`config.mk`:
```
export PLATFORM = sky130hd
export DESIGN_NAME = alu_share_arbiter
export DESIGN_NICKNAME = d
export VERILOG_FILES = /design/src/rtl/alu_pkg.sv /design/src/rtl/alu.sv /design/src/rtl/rr_arbiter.sv /design/src/rtl/alu_share_arbiter.sv
export SDC_FILE = /design/constraint.sdc
export NUM_CORES = 1
export LEC_CHECK = 0
export CORE_MARGIN = 3
export CORE_UTILIZATION = 30
export DETAILED_ROUTE_END_ITERATION = 7
export GPL_TIMING_DRIVEN = 0
export MAX_ROUTING_LAYER = met4
export SLEW_MARGIN = 20
export SYNTH_ARGS = -nofsm -noshare
export SYNTH_HDL_FRONTEND = slang
export SYNTH_SLANG_ARGS = --single-unit
export TNS_END_PERCENT = 100
```
`constraint.sdc`:
```
create_clock -name i_clk -period 9.1 [get_ports i_clk]
set_input_delay 1.82 -clock i_clk [delete_from_list [all_inputs] [get_ports i_clk]]
set_output_delay 1.82 -clock i_clk [all_outputs]
set_load 0.02 [all_outputs]
```
`src/rtl/alu_pkg.sv`:
```
// Shared ALU definitions: operand width, opcode encoding and legality helper.
package alu_pkg;

  localparam int unsigned XLEN     = 32;
  localparam int unsigned ALU_OP_W = 4;

  typedef enum logic [3:0] {
    ALU_ADD  = 4'd0,
    ALU_SUB  = 4'd1,
    ALU_SLT  = 4'd2,
    ALU_SLTU = 4'd3,
    ALU_XOR  = 4'd4,
    ALU_OR   = 4'd5,
    ALU_AND  = 4'd6,
    ALU_SLL  = 4'd7,
    ALU_SRL  = 4'd8,
    ALU_SRA  = 4'd9,
    ALU_LUI  = 4'd10
  } alu_op_e;

  localparam logic [ALU_OP_W-1:0] ALU_OP_LAST = 4'b1010;

  function automatic logic is_legal_op(input logic [ALU_OP_W-1:0] op);
    return op <= ALU_OP_LAST;
  endfunction

endpackage

```
`src/rtl/alu.sv`:
```
// Fixed 32-bit combinational ALU; undefined opcodes produce zero.
module alu
  import alu_pkg::*;
(
  input  logic [ALU_OP_W-1:0] op,
  input  logic [XLEN-1:0]     a,
  input  logic [XLEN-1:0]     b,
  output logic [XLEN-1:0]     result
);

  always_comb begin
    result = '0;
    case (alu_op_e'(op))
      ALU_ADD:  result = a + b;
      ALU_SUB:  result = a - b;
      ALU_SLT:  result = {{(XLEN-1){1'b0}}, $signed(a) < $signed(b)};
      ALU_SLTU: result = {{(XLEN-1){1'b0}}, a < b};
      ALU_XOR:  result = a ^ b;
      ALU_OR:   result = a | b;
      ALU_AND:  result = a & b;
      ALU_SLL:  result = a << b[4:0];
      ALU_SRL:  result = a >> b[4:0];
      ALU_SRA:  result = $unsigned($signed(a) >>> b[4:0]);
      // Upper-immediate is pre-shifted by the requester; pass operand b.
      ALU_LUI:  result = b;
      default:  result = '0;
    endcase
  end

endmodule

```
`src/rtl/rr_arbiter.sv`:
```
// Combinational round-robin picker: first request at or after ptr, wrapping.
module rr_arbiter #(
  parameter int unsigned NUM_REQ = 2,
  parameter int unsigned IDX_W   = $clog2(NUM_REQ)
) (
  input  logic [NUM_REQ-1:0] req,
  input  logic [IDX_W-1:0]   ptr,
  output logic [NUM_REQ-1:0] gnt,
  output logic [IDX_W-1:0]   gnt_idx,
  output logic               gnt_valid
);

  always_comb begin
    int unsigned        j;
    logic [IDX_W-1:0]   idx;
    gnt       = '0;
    gnt_idx   = '0;
    gnt_valid = 1'b0;
    j         = 0;
    idx       = '0;
    for (int unsigned i = 0; i < NUM_REQ; i++) begin
      j = 32'(ptr) + i;
      if (j >= NUM_REQ) j = j - NUM_REQ;
      idx = IDX_W'(j);
      if (!gnt_valid && req[idx]) begin
        gnt[idx]  = 1'b1;
        gnt_idx   = idx;
        gnt_valid = 1'b1;
      end
    end
  end

endmodule

```
`src/rtl/alu_share_arbiter.sv`:
```
// One ALU shared by NUM_REQ requesters: RR grant -> operand reg -> ALU -> per-requester rsp buffer.
// Define ALU_ARB_ILLEGAL_OP_EN to flag opcodes above ALU_LUI with o_rsp_err and zero data.
module alu_share_arbiter #(
  parameter int unsigned NUM_REQ = 2,
  parameter int unsigned XLEN    = alu_pkg::XLEN
) (
  input  logic                    i_clk,
  input  logic                    i_reset,
  input  logic [NUM_REQ-1:0]      i_req_valid,
  output logic [NUM_REQ-1:0]      o_req_ready,
  input  logic [4*NUM_REQ-1:0]    i_req_op,
  input  logic [XLEN*NUM_REQ-1:0] i_req_a,
  input  logic [XLEN*NUM_REQ-1:0] i_req_b,
  output logic [NUM_REQ-1:0]      o_rsp_valid,
  input  logic [NUM_REQ-1:0]      i_rsp_ready,
  output logic [XLEN*NUM_REQ-1:0] o_rsp_data,
  output logic [NUM_REQ-1:0]      o_rsp_err
);
  import alu_pkg::*;

  localparam int unsigned IDX_W = $clog2(NUM_REQ);

  logic                   s1_valid_q, s1_valid_d;
  logic [IDX_W-1:0]       s1_id_q, s1_id_d;
  logic [ALU_OP_W-1:0]    s1_op_q, s1_op_d;
  logic [XLEN-1:0]        s1_a_q, s1_a_d;
  logic [XLEN-1:0]        s1_b_q, s1_b_d;
  logic [IDX_W-1:0]       ptr_q, ptr_d;

  logic [NUM_REQ-1:0]             rsp_valid_q, rsp_valid_d;
  logic [NUM_REQ-1:0][XLEN-1:0]   rsp_data_q, rsp_data_d;

  logic [NUM_REQ-1:0]   busy, eligible, gnt;
  logic [IDX_W-1:0]     gnt_idx;
  logic                 gnt_valid;
  logic [ALU_OP_W-1:0]  sel_op;
  logic [XLEN-1:0]      sel_a, sel_b;
  logic [XLEN-1:0]      alu_result, s1_result;

  // A requester whose response slot drains this cycle may be granted again.
  always_comb begin
    busy = '0;
    for (int unsigned k = 0; k < NUM_REQ; k++) begin
      busy[k] = (s1_valid_q && (s1_id_q == IDX_W'(k))) || (rsp_valid_q[k] && !i_rsp_ready[k]);
    end
    eligible = i_req_valid & ~busy & {NUM_REQ{!i_reset}};
  end

  rr_arbiter #(
    .NUM_REQ (NUM_REQ),
    .IDX_W   (IDX_W)
  ) u_rr_arbiter (
    .req       (eligible),
    .ptr       (ptr_q),
    .gnt       (gnt),
    .gnt_idx   (gnt_idx),
    .gnt_valid (gnt_valid)
  );

  assign o_req_ready = gnt;

  always_comb begin
    sel_op = '0;
    sel_a  = '0;
    sel_b  = '0;
    for (int unsigned k = 0; k < NUM_REQ; k++) begin
      if (gnt[k]) begin
        sel_op = i_req_op[4*k +: 4];
        sel_a  = i_req_a[XLEN*k +: XLEN];
        sel_b  = i_req_b[XLEN*k +: XLEN];
      end
    end
  end

  always_comb begin
    s1_valid_d = gnt_valid;
    s1_id_d    = s1_id_q;
    s1_op_d    = s1_op_q;
    s1_a_d     = s1_a_q;
    s1_b_d     = s1_b_q;
    ptr_d      = ptr_q;
    if (gnt_valid) begin
      s1_id_d = gnt_idx;
      s1_op_d = sel_op;
      s1_a_d  = sel_a;
      s1_b_d  = sel_b;
      ptr_d   = (gnt_idx == IDX_W'(NUM_REQ - 1)) ? '0 : gnt_idx + 1'b1;
    end
  end

  always_ff @(posedge i_clk) begin
    if (i_reset) begin
      s1_valid_q <= 1'b0;
      s1_id_q    <= '0;
      s1_op_q    <= '0;
      s1_a_q     <= '0;
      s1_b_q     <= '0;
      ptr_q      <= '0;
    end else begin
      s1_valid_q <= s1_valid_d;
      s1_id_q    <= s1_id_d;
      s1_op_q    <= s1_op_d;
      s1_a_q     <= s1_a_d;
      s1_b_q     <= s1_b_d;
      ptr_q      <= ptr_d;
    end
  end

  alu u_alu (
    .op     (s1_op_q),
    .a      (s1_a_q),
    .b      (s1_b_q),
    .result (alu_result)
  );

`ifdef ALU_ARB_ILLEGAL_OP_EN
  logic                 s1_illegal;
  logic [NUM_REQ-1:0]   rsp_err_q, rsp_err_d;

  assign s1_illegal = !is_legal_op(s1_op_q);
  assign s1_result  = s1_illegal ? '0 : alu_result;

  always_comb begin
    rsp_err_d = rsp_err_q;
    for (int unsigned k = 0; k < NUM_REQ; k++) begin
      if (s1_valid_q && (s1_id_q == IDX_W'(k))) rsp_err_d[k] = s1_illegal;
    end
  end

  always_ff @(posedge i_clk) begin
    if (i_reset) rsp_err_q <= '0;
    else         rsp_err_q <= rsp_err_d;
  end

  assign o_rsp_err = rsp_err_q;
`else
  assign s1_result = alu_result;
  assign o_rsp_err = '0;
`endif

  // Refill wins over drain so a same-edge consume+complete keeps the slot valid.
  always_comb begin
    rsp_valid_d = rsp_valid_q;
    rsp_data_d  = rsp_data_q;
    for (int unsigned k = 0; k < NUM_REQ; k++) begin
      if (s1_valid_q && (s1_id_q == IDX_W'(k))) begin
        rsp_valid_d[k] = 1'b1;
        rsp_data_d[k]  = s1_result;
      end else if (rsp_valid_q[k] && i_rsp_ready[k]) begin
        rsp_valid_d[k] = 1'b0;
      end
    end
  end

  always_ff @(posedge i_clk) begin
    if (i_reset) begin
      rsp_valid_q <= '0;
      rsp_data_q  <= '0;
    end else begin
      rsp_valid_q <= rsp_valid_d;
      rsp_data_q  <= rsp_data_d;
    end
  end

  assign o_rsp_valid = rsp_valid_q;
  assign o_rsp_data  = rsp_data_q;

endmodule

```
=== After elaboration in Yosys (flattened, before gate mapping) ===
Cells that the tools add are included.

* Flip-flop bits (word level): 137
* Bits of input ports: 142
* Output and inout bits: 70
* Logic and storage cells: 91

* Add/subtract/negate cells: 6
* Magnitude comparators: 8
* Equal/unequal tests: 10
* Shift-type cells: 3
* Multiplexer cells: 28
* Bitwise operators: 8
* Reductions and logical operators: 18

{| class="wikitable"
|+ Operator list
! operator !! count
|-
| $pmux 32 s11 || 1
|-
| $mux 32 || 4
|-
| $lt 32x32->1 || 2
|-
| $add 32x32->32 || 1
|-
| $and 32x32->32 || 1
|-
| $or 32x32->32 || 1
|-
| $shl 32x5->32 || 1
|-
| $shr 32x5->32 || 1
|-
| $sshr 32x5->32 || 1
|-
| $sub 32x32->32 || 1
|-
| $xor 32x32->32 || 1
|-
| $mux 1 || 17
|-
| $eq 4x3->1 const B || 4
|-
| $eq 4x4->1 const B || 3
|-
| $logic_and 1x1->1 || 9
|-
| $eq 4x2->1 const B || 2
|-
| $mux 4 || 2
|-
| $and 2x2->2 || 2
|-
| $eq 4x1->1 const B || 1
|-
| $logic_not 1->1 || 4
|-
| $logic_not 4->1 || 1
|-
| $lt 1x2->1 const B || 2
|-
| $mux 2 || 2
|-
| $reduce_bool 2->1 || 2
|-
| other kinds (11) || 15
|}

=== Depth between registers and ports, before layout ===
Gate-level depths: netlist of run 1.

* Depth after elaboration: 14
* Depth in mapped cells: 16
* Gate-level depth less buffers: 13

=== Modules after synthesis ===
A second synthesis of run 1 with hierarchy kept.

* Cell total of the unflattened synthesis: 1,894
* Area, all modules: 13,759.4 µm²

{| class="wikitable"
|+ By module, submodules not included
! module !! times used !! cells an instance !! area each (µm²) !! seq. area each (µm²)
|-
| alu || 1 || 1,274 || 8,246.7 || 0.0
|-
| alu_share_arbiter || 1 || 615 || 5,480.3 || 2,742.6
|-
| rr_arbiter || 1 || 5 || 32.5 || 0.0
|}

=== Worst setup path after synthesis of run 1 ===
OpenSTA, ideal clock, no wires.

* Path type: input -> output
* Start point: in i_rsp_ready[0]
* End point: out o_req_ready[0]
* Arrival time: 3,103 ps
* Required time: 7,280 ps
* Setup slack: 4,177 ps
* Cell stages on the path: 5
* Buffers on the path: 1
* Path through: inv_1 a21oi_1 nand2_1 a311oi_1 clkbuf_1

* Longest elaborated chain between the ends: 12
* Elaborated cells on any way between the ends: 16
* Those cells by class: 7 x mux; 4 x bitwise; 5 x reduce/logical

{| class="wikitable"
|+ RTL lines
! what !! line !! text
|-
| start: declaration || alu_share_arbiter.sv:15 || <nowiki>input logic [NUM_REQ-1:0] i_rsp_ready,</nowiki>
|-
| $logic_not 1->1 (*) || alu_share_arbiter.sv:44 || <nowiki>busy[k] = (s1_valid_q && (s1_id_q == IDX_W'(k))) || (rsp_valid_q[k] && !i_rsp_ready[k]);</nowiki>
|-
| $logic_and 1x1->1 (*) || alu_share_arbiter.sv:44 ||
|-
| $logic_or 1x1->1 (*) || alu_share_arbiter.sv:44 ||
|-
| $not 2->2 (*) || alu_share_arbiter.sv:46 || <nowiki>eligible = i_req_valid & ~busy & {NUM_REQ{!i_reset}};</nowiki>
|-
| $and 2x2->2 (*) (2 in series) || alu_share_arbiter.sv:46 ||
|-
| $mux 1 (implied by the code) (2 in series) || rr_arbiter.sv:25 || <nowiki>if (!gnt_valid && req[idx]) begin</nowiki>
|-
| $mux 1 || rr_arbiter.sv:25 ||
|-
| $logic_not 1->1 || rr_arbiter.sv:25 ||
|-
| $logic_and 1x1->1 || rr_arbiter.sv:25 ||
|-
| $mux 2 (*) || rr_arbiter.sv:25 ||
|-
| end: declaration || alu_share_arbiter.sv:10 || <nowiki>output logic [NUM_REQ-1:0] o_req_ready,</nowiki>
|}

Mark *: on every way between the ends. The rest lies on a longest branch, timed or not. The select of a mux whose other input is x is not followed.

=== Worst setup path in the final report of run 1 ===
* Start point: in i_rsp_ready[1]
* End point: out o_req_ready[1]

Same word-level chain as after synthesis.

==> key figures, run 1 <==
Outcome
  – Status: finished clean

Route
  – Vias post-DR: 16,674
  – Initial drt markers: 2,019
  – Avg WL per Cell: 30.05 microns
  – Residual DRC: 0
  – Vias per std cell: 6.171
  – DR pass1 iterations: 7
  – Detailed Route WL: 81.20 mm
  – Routed Antenna Nets: 0

Power
  – Total power per unit cell area: 152.9 nW/um^2
  – Maximum vdd drop: 0.0001660 V
  – Total power draw: 2.645 mW
  – Pleak: 6.247 nW

Hold path
  – Hold_sp: o_rsp_data[29]
  – Worst hold-check path type: reg2reg

Critical path
  – FF-to-FF Start: s1_b_q[3]
  – Crit. End Element: output port
  – CP Max Fanout: 10
  – Crit-path cells: clkdlybuf4s50_1 > inv_1 > a21oi_1 > nand2_1 > nor3_2 > buf_6 > clkbuf_1 > clkdlybuf4s50_1
  – Crit start category: input port
  – CP most frequent cell: clkdlybuf4s50_1
  – Crit path DAT: 4.87 ns
  – Beginning of the critical path: i_rsp_ready[1]
  – CP Data Required Time: 7.28 ns
  – Critical path type: in2out
  – CP max stage cell: clkdlybuf4s50_1
  – Critical path's largest stage delay: 0.70 ns

Yosys
  – Mapped Area: 13,810 sq um
  – Yosys cell types: 76
  – Synth Flop Type: dfxtp_1
  – Yosys Warn Count: 0
  – Post-synthesis sequential area ratio: 19.86%
  – EDFF count, synth: 0
  – Synth Register Bits: 137
  – Mean post-synth cell area: 7.401 sq um
  – Synth Instances: 1,866
  – Asr flop ratio synth: 0%

Clocking
  – # clock sinks: 137
  – Clock Latency Late Sink: 0.50 ns
  – Root Buffer: clkbuf_16
  – Post-CTS resize count: 0
  – TritonCTS clock tree: done
  – CTS max path bufs: 2
  – Htree depth: 4
  – CTS buffer count: 17
  – Clk slew on worst S/H paths: 0.06 ns
  – CTS Hold Buffers Added: 0
  – Setup Buffers After CTS: 0

STA
  – Tcrit/Tclk final: 73.57%
  – Worst slew pin tran: 1.242 ns
  – Setup ws final: 2.406 ns
  – Final hold vios: 0
  – Final clock skew: 0.02571 ns
  – Relative slew slack: 16.31%
  – Fin crit period: 6.694 ns
  – Maximum clock frequency: 0.1494 GHz
  – Final setup fails: 0
  – RSZ-0062 raised after global routing: no
  – Min Hold Slack: 0.4927 ns
  – Sum Neg Setup Slack: 0 ns
  – Slew Viols, Final: 0

Global route
  – Met1 Track Usage GR: 42.06%
  – Overflow left after global routing: 0
  – Met3 Use GR: 5.658%
  – GRT Util Overall: 33.87%
  – GRT Max-Usage Layer: met2
  – GR Layer Usage met2: 53.50%
  – First-pass GRT wire length: 114.7 mm
  – Vias in the first global route: 16,122
  – Largest net degree at the start of global routing: 17
  – Initial antenna violation count: 0

Floorplan
  – Die Footprint: 48,650 sq um
  – Initial core utilization: 30.83%
  – Row count: 77
  – Die width: 220.6 microns
  – IO Count: 212
  – Core ar.: 44,800 sq um
  – DIE HEIGHT: 220.6 microns

Layout
  – Final non-filler cell total: 2,702
  – Proportion of layout cells with a drive suffix above 1: 7.156%
  – Fillers: 4,811
  – Post-layout util: 38.62%
  – Final instance area: 17,300 sq um
  – Antenna diode count: 0
  – Area Overhead vs Synth: 25.27%
  – Area of the multi-input gates: 9990 sq um
  – Nets: 2,339
  – Seq. cell area: 2743 sq um

Job
  – Max Cap Viol: 0

Place
  – Routability cong.: 1.058
  – Pre-CTS setup slack: 2.466 ns
  – Dpl hpwl: 65.38 mm
  – IO Port Bufs: 208
  – Post-DP Area: 16,700 sq um
  – Placed Instances: 2,670
## flip-flops by register name, summed over array words and instances, names as in the netlist
signal / flops
o_rsp_data: 64
o_rsp_valid: 2
ptr_q: 1
s1_a_q: 32
s1_b_q: 32
s1_id_q: 1
s1_op_q: 4
s1_valid_q: 1
## critical path, delay by kind of cell
kind                   cells  cell delay (ns)
AND/OR/NAND/NOR            2             0.81
buffers and inverters      5             1.84
AO/OA/AOI/OAI              1             0.39
## power breakdown
part           internal [mW]  switching, mW  total (mW)
Sequential             0.648         0.0743       0.722
Combinational          0.419          0.771        1.19
Clock                  0.392          0.341       0.733
Total                   1.46           1.19        2.65
## layout by cell type, fill, tap and decap left out, types with 11 or more instances in the layout
cell | netlist | layout
ha_1 | 98 | 98
a21o_1 | 12 | 12
o21ai_0 | 92 | 92
o211ai_1 | 19 | 19
dfxtp_1 | 137 | 137
nor3_1 | 53 | 52
nand3_1 | 32 | 32
nor2b_1 | 12 | 12
a222oi_1 | 69 | 69
a211oi_1 | 83 | 83
nor4_1 | 12 | 12
inv_1 | 103 | 103
buf_1 | 16 | 15
mux2_2 | 21 | 21
mux4_2 | 29 | 29
clkdlybuf4s50_1 | 0 | 208
clkbuf_1 | 119 | 118
o31ai_1 | 15 | 15
a31oi_1 | 17 | 17
o21bai_1 | 11 | 11
o22ai_1 | 21 | 21
mux2i_1 | 84 | 84
nand2_1 | 109 | 109
a21oi_1 | 142 | 142
xnor2_1 | 20 | 20
clkbuf_16 | 0 | 17
nor2_1 | 324 | 324
buf_2 | 33 | 34
nand4_1 | 14 | 14
## layout make-up
class	instances	share of cell area [%]
buffer	174	4.166
clock buffer	17	2.459
clock inverter	15	1.005
inverter	105	2.278
multi-input combinational	1451	57.74
sequential	137	15.85
tap	592	4.281
timing repair buffer	211	12.22
## cell usage after synthesis (7+ instances only)
cell	instances	share of area [%]
nand2_1	109	3.0
a22oi_1	10	0.54
nor2b_1	12	0.54
inv_1	103	2.8
and3_1	8	0.36
o221ai_1	7	0.44
nand4_1	14	0.63
a31oi_1	17	0.77
buf_1	16	0.43
mux2i_1	84	6.1
o31ai_1	15	0.82
nand3_1	32	1.2
o21ai_0	92	3.3
a221oi_1	10	0.63
a311oi_1	11	0.70
xnor2_1	20	1.3
dfxtp_1	137	20
nor3_1	53	1.9
buf_2	33	1.2
ha_1	98	8.9
a222oi_1	69	5.0
clkbuf_1	119	3.2
a211oi_1	83	4.5
a21oi_1	142	5.1
or3_1	8	0.36
o21bai_1	11	0.60
o211ai_1	19	1.0
a211o_1	8	0.51
o22ai_1	21	0.95
a21o_1	12	0.65
nor2_1	324	8.8
mux2_2	21	1.7
nor4_1	12	0.54
mux4_2	29	4.7
## cells by family after synthesis
family | Yosys count | synth area share (%)
AOI/OAI and AO/OA | 594 | 30.28
xor gates and xnor gates | 22 | 1.395
adders and majority gates | 100 | 9.168
buffers and inverters | 279 | 8.054
DFF | 137 | 19.86
muxes | 134 | 12.53
other | 1 | 0.02715
and+or+nand+nor | 599 | 18.69
## final timing paths
| kind | cells after the start | endpoint | slack [ns] |
|---|---|---|---|
| max | 8 | o_req_ready[1] | 2.41 |
| min reg2reg | 2 | o_rsp_data[29] | 0.49 |
| min | 2 | o_rsp_data[29] | 0.49 |
| max reg2reg | 15 | o_rsp_data[48] | 3.36 |
## layer usage
| metal | wire (microns) | part of all wire (%) | vias up |
|---|---|---|---|
| li1 | - | - | 7388 |
| met2 | 37030 | 46 | 908 |
| met4 | 4373 | 5.4 | 0 |
| met5 | 0 | 0 | - |
| met3 | 6558 | 8.1 | 174 |
| met1 | 33240 | 41 | 8204 |
Note: power is estimated with default switching activity, not from simulation.
==> inputs of run 2 (changes only) <==
==> constraint.sdc (replaced) <==
create_clock -name i_clk -period 6.9 [get_ports i_clk]
set_input_delay 1.38 -clock i_clk [delete_from_list [all_inputs] [get_ports i_clk]]
set_output_delay 1.38 -clock i_clk [all_outputs]
set_load 0.02 [all_outputs]
==> results of run 2 <==
The final DEF is identical to that of run 1. Status: finished clean.
Among the figures that moved: setup slack after placement 2.466 ns -> 1.146 ns; setup slack after layout 2.406 ns -> 1.086 ns; register-to-register setup slack 3.36 ns -> 1.16 ns; total power 2.645 mW -> 3.489 mW; worst IR drop on VDD 0.0001660 V -> 0.0002189 V
==> inputs of run 3 (changes only) <==
==> constraint.sdc (replaced) <==
create_clock -name i_clk -period 6 [get_ports i_clk]
set_input_delay 1.2 -clock i_clk [delete_from_list [all_inputs] [get_ports i_clk]]
set_output_delay 1.2 -clock i_clk [all_outputs]
set_load 0.02 [all_outputs]
==> results of run 3 <==
The final DEF is identical to that of run 1. Status: finished clean.
Among the figures that moved: setup slack after placement 2.466 ns -> 0.4875 ns; clock-pin slew on the worst setup and hold paths 0.06 ns -> 0.07 ns; setup slack after layout 2.406 ns -> 0.2588 ns; start point of the critical path i_rsp_ready[1] -> s1_b_q[3]; end point of the critical path o_req_ready[1] -> o_rsp_data[48]; register-to-register setup slack 3.36 ns -> 0.26 ns; total power 2.645 mW -> 4.012 mW; worst IR drop on VDD 0.0001660 V -> 0.0002518 V
